==> src/rtl/uart_tx_pkg.sv <==
// Shared definitions for the UART transmit controller: FSM encoding,
// parity-type constants and the DATA-state watchdog limit.
package uart_tx_pkg;

  typedef enum logic [2:0] {
    IDLE   = 3'd0,
    START  = 3'd1,
    DATA   = 3'd2,
    PARITY = 3'd3,
    STOP   = 3'd4
  } tx_state_e;

  localparam logic PAR_EVEN = 1'b0;
  localparam logic PAR_ODD  = 1'b1;

  // Cycles the controller tolerates in DATA before declaring the serializer stuck.
  function automatic int wdog_limit(input int width_data);
    return width_data + 2;
  endfunction

endpackage

==> src/rtl/uart_tx_parity_calc.sv <==
// Combinational parity generator: XOR-reduction of the word, inverted for odd parity.
module parity_calc
  import uart_tx_pkg::*;
#(
  parameter int WIDTH_DATA = 8
) (
  input  logic [WIDTH_DATA-1:0] word_i,
  input  logic                  type_i,
  output logic                  par_o
);

  assign par_o = (^word_i) ^ (type_i == PAR_ODD);

endmodule

==> src/rtl/uart_tx_controller.sv <==
// UART frame controller: start bit, data via an external serializer,
// optional parity, stop bit, with a watchdog on the serializer handshake.
module uart_tx_controller
  import uart_tx_pkg::*;
#(
  parameter int WIDTH_DATA = 8
) (
  input  logic                  CLK,
  input  logic                  RST,
  input  logic [WIDTH_DATA-1:0] P_DATA,
  input  logic                  DATA_VALID,
  input  logic                  PAR_EN,
  input  logic                  PAR_TYP,
  input  logic                  ser_done,
  input  logic                  ser_data,
  output logic [WIDTH_DATA-1:0] DATA_HOLD,
  output logic                  ser_en,
  output logic                  TX_OUT,
  output logic                  BUSY,
  output logic                  ERR
);

  localparam int                WD_W    = $clog2(WIDTH_DATA + 3);
  localparam logic [WD_W-1:0]   WD_LAST = WD_W'(wdog_limit(WIDTH_DATA) - 1);

  tx_state_e             state_q;
  logic [WIDTH_DATA-1:0] data_q;
  logic                  par_bit_q;
  logic                  par_en_q;
  logic [WD_W-1:0]       wdog_q;
  logic                  err_q;
  logic                  par_d;

  parity_calc #(
    .WIDTH_DATA(WIDTH_DATA)
  ) u_parity (
    .word_i(P_DATA),
    .type_i(PAR_TYP),
    .par_o (par_d)
  );

  // Handshake: DATA_VALID has no ready; a word is taken only in IDLE or STOP
  // (BUSY low, or the last frame cycle) and is ignored in every other state.
  always_ff @(posedge CLK or posedge RST) begin
    if (RST) begin
      state_q   <= IDLE;
      data_q    <= '0;
      par_bit_q <= 1'b0;
      par_en_q  <= 1'b0;
      wdog_q    <= '0;
      err_q     <= 1'b0;
    end else begin
      err_q <= 1'b0;
      case (state_q)
        IDLE, STOP: begin
          if (DATA_VALID) begin
            data_q    <= P_DATA;
            par_bit_q <= par_d;
            par_en_q  <= PAR_EN;
            state_q   <= START;
          end else begin
            state_q <= IDLE;
          end
        end
        START: begin
          wdog_q  <= '0;
          state_q <= DATA;
        end
        DATA: begin
          if (ser_done) begin
            state_q <= par_en_q ? PARITY : STOP;
          end else if (wdog_q == WD_LAST) begin
            state_q <= IDLE;
            err_q   <= 1'b1;
          end else begin
            wdog_q <= wdog_q + 1'b1;
          end
        end
        PARITY:  state_q <= STOP;
        default: state_q <= IDLE;
      endcase
    end
  end

  always_comb begin
    TX_OUT = 1'b1;
    BUSY   = 1'b1;
    ser_en = 1'b0;
    case (state_q)
      IDLE:   BUSY   = 1'b0;
      START:  TX_OUT = 1'b0;
      DATA: begin
        ser_en = 1'b1;
        TX_OUT = ser_data;
      end
      PARITY: TX_OUT = par_bit_q;
      STOP:   TX_OUT = 1'b1;
      default: BUSY  = 1'b0;
    endcase
  end

  assign DATA_HOLD = data_q;
  assign ERR       = err_q;

endmodule

==> config.mk <==
export PLATFORM = sky130hd
export DESIGN_NAME = uart_tx_controller
export DESIGN_NICKNAME = d
export VERILOG_FILES = /design/src/rtl/uart_tx_pkg.sv /design/src/rtl/uart_tx_parity_calc.sv /design/src/rtl/uart_tx_controller.sv
export SDC_FILE = /design/constraint.sdc
export NUM_CORES = 1
export LEC_CHECK = 0
export ABC_AREA = 1
export BUFFER_PORTS_ARGS = -buffer_cell sky130_fd_sc_hd__buf_4
export CORE_ASPECT_RATIO = 1.25
export CORE_MARGIN = 4
export CORE_UTILIZATION = 50
export CTS_BUF_LIST = sky130_fd_sc_hd__clkbuf_16
export DETAILED_ROUTE_END_ITERATION = 8
export HOLD_SLACK_MARGIN = 0.03
export PLACE_DENSITY = 0.77
export SLEW_MARGIN = 30
export SYNTH_ARGS = -nofsm -noshare
export SYNTH_HDL_FRONTEND = slang
export SYNTH_SLANG_ARGS = --single-unit
export TNS_END_PERCENT = 100
==> constraint.sdc <==
create_clock -name CLK -period 1.7 [get_ports CLK]
set_clock_uncertainty 0.05 [all_clocks]
set_input_delay 0.085 -clock CLK [delete_from_list [all_inputs] [get_ports CLK]]
set_output_delay 0.085 -clock CLK [all_outputs]
set_load 0.01 [all_outputs]
==> results of run 1 <==
cells by family after synthesis:
| kind of cell | after synthesis | synth area share |
|---|---|---|
| AND/OR/NAND/NOR | 67 | 0.318 |
| buffers and inverters | 20 | 0.0864 |
| flip-flops | 18 | 0.457 |
| AO/OA/AOI/OAI | 13 | 0.0864 |
| XOR/XNOR | 3 | 0.0267 |
| adder cells (fa/ha/maj) | 2 | 0.0254 |
cells in the final DEF, fill, tap and decap left out, types with 3 or more instances in the layout:
cell type      instances
buf_4                 26
clkbuf_16              3
dfrtp_1               18
dlygate4sd3_1          5
inv_1                 15
inv_2                  3
nand2_1               43
nand2_2                6
nand3_1               10
nor2_1                 3
o21ai_1                5
xor2_1                 3
where the power goes:
part,leakage [nW],internal (mW),switching [mW],total [mW]
combinational,0.470,0.395,0.506,0.900
sequential,0.230,0.599,0.135,0.734
clock,0.0385,0.313,0.155,0.467
worst paths after layout:
check,start,endpoint,slack (ns),cells past startpoint
setup reg to reg,wdog_q[1],wdog_q[2],0.38,9
min in group asynchronous,RST,DATA_HOLD[1],0.46,3
max in group asynchronous,RST,wdog_q[2],0.71,3
hold reg to reg,DATA_HOLD[6],DATA_HOLD[6],0.43,2
hold / removal,P_DATA[1],DATA_HOLD[1],0.06,3
setup / recovery,state_q[0],BUSY,0.37,4
timing repair:
action,4_1_cts,5_1_grt
hold buffers,5,0
buffers inserted,0,0
endpoints found under the hold margin,22,0
gates resized for setup,0,0
sequential cells by signal, summed over array words and instances (netlist names):
| register | cells |
|---|---|
| state_q | 3 |
| par_en_q | 1 |
| DATA_HOLD | 8 |
| par_bit_q | 1 |
| ERR | 1 |
| wdog_q | 4 |
final cells by class:
type / instances / area (µm²)
multi-input combinational: 85 / 449
timing repair buffer: 31 / 245
fill: 142 / 487
clock inverter: 1 / 3.75
tap: 19 / 23.8
clock buffer: 3 / 75.1
inverter: 19 / 73.8
sequential: 18 / 450
tightest hold or removal path: stages:
cell     delay [ns]
buf_4          0.08
inv_1          0.04
o21ai_1        0.12
stage by stage:
stage,hold WS [ns],cells,setup WS [ns]
floorplan,-0.0264,123,0.471
global placement,0.175,167,0.408
detailed placement,0.181,167,0.384
CTS,0.0645,176,0.368
global route,0.0823,176,0.254
finish,0.0648,176,0.374
per-layer routing:
| layer | vias up | routed length [µm] |
|---|---|---|
| met1 | 411 | 800 |
| met3 | 5 | 113 |
| met4 | 0 | 63 |
| li1 | 448 | - |
| met2 | 25 | 1050 |
| met5 | - | 0 |
==> results.tsv, run 1 <==
metric	value	unit
actual slew at the worst max-slew pin	0.667	ns
Post-Route WL	2020	µm
Layout Nets	175	
period utilization	0.780	
clock tree sinks	18	
synthesized flop and latch total	18	
CTS root buf	clkbuf_16	
DR DRC count	0	
Num CTS Buffers	3	
Netlist Area Pre-Place	985	µm²
Buf/Inv on CP	1	
Peak VDD IR	931	µV
number of cell rows	17	
layout cells sized above 1	0.293	
# diodes	0	
dominant synthesized flop cell	dfrtp_1	
count leader, synth	nand2_1	
synth top area cells	dfrtp_1 (46%), nand2_1 (16%), inv_1 (5.7%), nand3_1 (5.1%), nand2_2 (3.8%)	
CP max stage delay	0.46	ns
Avg Cell Area, Syn	8.01	µm²
Worst EP arrival	1.19	ns
synth cell count leaders	nand2_1 (43), dfrtp_1 (18), inv_1 (15)	
largest net degree at the start of global routing	19	
Die Ht	57.6	µm
Total Power	2.10	mW
Finished Cell Area	0.00132	mm²
Avg WL per Cell	11.5	µm
Core Region	0.00181	mm²
Critical Path Start Type	flop	
post-synth top area cell	dfrtp_1	
Required @ worst endpoint	1.56	ns
Skew-Pair Late Insertion Delay	0.25	ns
Starting Density	0.545	
initial antenna violation count	0	
final hold violations	0	
met2 GRT Util	0.295	
worst-path cell chain	nor2_1 -> nand2_1 -> nand3_1 -> buf_4	
Ports	27	
Slowest-stage cell, CP	dfrtp_1	
Leakage	0.738	nW
Setup TNS	0	ns
first-pass GRT wire length	3470	µm
Tmin final	1.33	ns
status	finished, final reports clean	
maxcap violations	0	
hpwl dp	1540	µm
post-synthesis sequential area ratio	0.457	
PortBufs	26	
RSZ-0062 raised after global routing	no	
Pre-antenna DRT Iters	3	
DRT antenna net count	0	
grt met1 use	0.194	
Final setup viols	0	
Die Area	0.00275	mm²
Placed Area	0.00119	mm²
remaining global-route overflow	0	
synth-to-layout area growth	34.2	%
number of global-route vias before repair	878	
Fmax	754	MHz
1st-iter DRT viols	6	
Post-synth EDFFs	0	
final core occ	0.731	
vias after detailed routing	889	
area fraction of the dominant cell type after synthesis	0.457	
crit path kind	reg -> out	
H-tree Lvls	1	
Yosys warnings	0	
Via-to-Cell Ratio	5.05	
most used routing layer	met2	
asr flop ratio synth	1.00	
Worst Hold Class	in -> reg	
met3 Use GR	0.0373	
PD cells	1590	mW/mm²
Slew HR	0.555	
Worst-path clk slew	0.05	ns
CP top delay family	flip-flops	
type of destination of the critical path	primary output	
Yosys cell types	23	
Die Wd	47.7	µm
GR Util All Layers	0.179	
Syn Inst Count	123	
syn nets	140	
fin. max-slew vios	0	
Clock Path Buffers	2	
Final GP Congestion	0.823	
CTS tree	done	
largest fanout on the critical path	3	
No activity file was read; power rests on OpenSTA's default activity.
==> run 2, diff against run 1 <==
--- a/config.mk
+++ b/config.mk
@@ -9,11 +9,11 @@
 export BUFFER_PORTS_ARGS = -buffer_cell sky130_fd_sc_hd__buf_4
 export CORE_ASPECT_RATIO = 1.25
 export CORE_MARGIN = 4
-export CORE_UTILIZATION = 50
+export CORE_UTILIZATION = 45
 export CTS_BUF_LIST = sky130_fd_sc_hd__clkbuf_16
 export DETAILED_ROUTE_END_ITERATION = 8
 export HOLD_SLACK_MARGIN = 0.03
-export PLACE_DENSITY = 0.77
+export PLACE_DENSITY = 0.73
 export SLEW_MARGIN = 30
 export SYNTH_ARGS = -nofsm -noshare
 export SYNTH_HDL_FRONTEND = slang
==> constraint.sdc (replaced) <==
create_clock -name CLK -period 1.2 [get_ports CLK]
set_clock_uncertainty 0.05 [all_clocks]
set_input_delay 0.06 -clock CLK [delete_from_list [all_inputs] [get_ports CLK]]
set_output_delay 0.06 -clock CLK [all_outputs]
set_load 0.01 [all_outputs]
==> results.tsv, run 2 (synthesis gave the netlist of run 1 again) <==
metric	value	unit	change
hpwl dp	1650	µm	was 1540 µm
# diodes	0		unchanged
Core Region	0.00203	mm²	was 0.00181 mm²
maxcap violations	0		unchanged
Worst Hold Class	in -> reg		unchanged
worst-path cell chain	buf_6 -> nor2_8 -> buf_6 -> buf_6		was nor2_1 -> nand2_1 -> nand3_1 -> buf_4
max reg flops	8		unchanged
Clock Path Buffers	2		unchanged
largest fanout on the critical path	5		was 3
DR DRC count	0		unchanged
Die Area	0.00301	mm²	was 0.00275 mm²
clock tree sinks	18		unchanged
PD cells	2290	mW/mm²	was 1590 mW/mm²
most common cell after layout, fill and taps aside	nand2_1		unchanged
remaining global-route overflow	0		unchanged
status	finished, violations left		was finished, final reports clean
Required @ worst endpoint	1.09	ns	was 1.56 ns
Final setup viols	7		was 0
H-tree Lvls	1		unchanged
Via-to-Cell Ratio	4.93		was 5.05
Skew-Pair Late Insertion Delay	0.25	ns	about the same
Final WS setup	-0.0567	ns	was 0.374 ns
Worst-path clk slew	0.05	ns	about the same
CTS root buf	clkbuf_16		unchanged
DRT antenna net count	0		unchanged
Fmax	796	MHz	
fin. max-slew vios	0		unchanged
layout cells sized above 1	0.406		was 0.293
Final GP Congestion	0.827		was 0.823
Starting Density	0.486		was 0.545
GR Util All Layers	0.164		was 0.179
DP Worst Slack	-0.0317	ns	was 0.384 ns
PortBufs	26		unchanged
failing checks	negative setup slack		
number of global-route vias before repair	918		was 878
Die Ht	60.3	µm	was 57.6 µm
final core occ	0.730		was 0.731
most frequent cells in the layout	nand2_1 (39), buf_4 (30), dfrtp_1 (17), inv_1 (14), nand2_2 (9)		was nand2_1 (43), buf_4 (26), dfrtp_1 (18), inv_1 (15), nand3_1 (10)
Peak VDD IR	1610	µV	was 931 µV
CP max stage delay	0.41	ns	was 0.46 ns
synth-to-layout area growth	50.2	%	was 34.2%
actual slew at the worst max-slew pin	0.258	ns	was 0.667 ns
WHS	0.0431	ns	was 0.0648 ns
largest net degree at the start of global routing	19		unchanged
Pre-antenna DRT Iters	4		was 3
initial antenna violation count	0		unchanged
CTS tree	done		unchanged
Tmin final	1.26	ns	
Num CTS Buffers	3		unchanged
1st-iter DRT viols	38		was 6
Layout Nets	183		was 175
period utilization	1.05		
Critical Path Start Type	flop		unchanged
RSZ-0062 raised after global routing	yes		was no
Worst EP arrival	1.15	ns	was 1.19 ns
type of destination of the critical path	primary output		unchanged
dpl cells	176		was 167
first-pass GRT wire length	3680	µm	was 3470 µm
Post-Route WL	2210	µm	was 2020 µm
crit path kind	reg -> out		unchanged
Slew HR	0.828		was 0.555
Ports	27		unchanged
CP most frequent cell	buf_6		
Non-Filler Instances	185		was 176
number of cell rows	18		was 17
Die Wd	49.8	µm	was 47.7 µm
Leakage	0.794	nW	was 0.738 nW
Avg WL per Cell	11.9	µm	was 11.5 µm
final hold violations	0		unchanged
vias after detailed routing	912		was 889
Slowest-stage cell, CP	dfrtp_1		unchanged
run 2: changes by cell type in the layout (fill, tap and decap cells not counted), moves of 2 or more:
cell	change
a21oi_1	-2
nand3_2	+2
buf_6	+3
a21oi_2	+2
nand2_2	+3
nand3_1	-2
buf_4	+4
nand2_1	-4
run 2: worst paths after layout:
kind                              start      endpoint  slack, ns  cells past startpoint
max                          state_q[0]        ser_en      -0.06                      4
min                           P_DATA[1]  DATA_HOLD[1]       0.04                      3
max reg2reg                  state_q[0]     wdog_q[2]      -0.04                      7
min reg2reg                DATA_HOLD[4]  DATA_HOLD[4]       0.43                      2
max in group asynchronous           RST    state_q[1]       0.55                      4
min in group asynchronous           RST     par_bit_q       0.34                      4
run 2: what timing repair did:
item                                    in CTS  in global routing
pin swaps                                    1                  7
endpoints found under the setup margin       7                 18
resized for setup                            6                 14
setup buffers                                1                  1
hold buffers                                 5                  0
gates cloned                                 0                  0
endpoints found under the hold margin       22                  0
run 2: cell type report:
class,instances,area [µm²]
tap,20,25.0
clock buffer,3,75.1
clock inverter,1,3.75
timing repair buffer,39,329
fill,152,548
sequential,18,452
inverter,19,76.3
multi-input combinational,85,518
run 2: per-stage QoR:
| stage | setup TNS (ns) | power [mW] | instance area (µm²) |
|---|---|---|---|
| 6_report | -0.215 | 3.39 | 1480 |
| 4_1_cts | -0.320 | 3.28 | 1430 |
| 3_5_place_dp | -0.0345 | 2.50 | 1270 |
| 2_1_floorplan | 0 | 1.86 | 990 |
| 5_1_grt | -0.867 | 3.64 | 1480 |
| 3_3_place_gp | 0 | 2.46 | 1270 |
run 2: critical path, delay by kind of cell, from the launching register on:
kind | cells | cell delay, ns
flip-flops | 1 | 0.41
AND/OR/NAND/NOR | 1 | 0.14
buffers and inverters | 3 | 0.35
run 2: power breakdown:
part           internal (mW)  total (mW)  switching, mW  leakage, nW
Combinational          0.809        1.70          0.888        0.526
Sequential             0.852        1.03          0.180        0.229
Clock                  0.443       0.661          0.219       0.0385
Total                   2.10        3.39           1.29        0.794
run 2: layer usage:
| metal | GRT usage | wire, µm |
|---|---|---|
| met1 | 0.164 | 882 |
| met2 | 0.323 | 1160 |
| met3 | 0.0249 | 96 |
| met4 | 0.0949 | 72 |
| met5 | 0 | 0 |
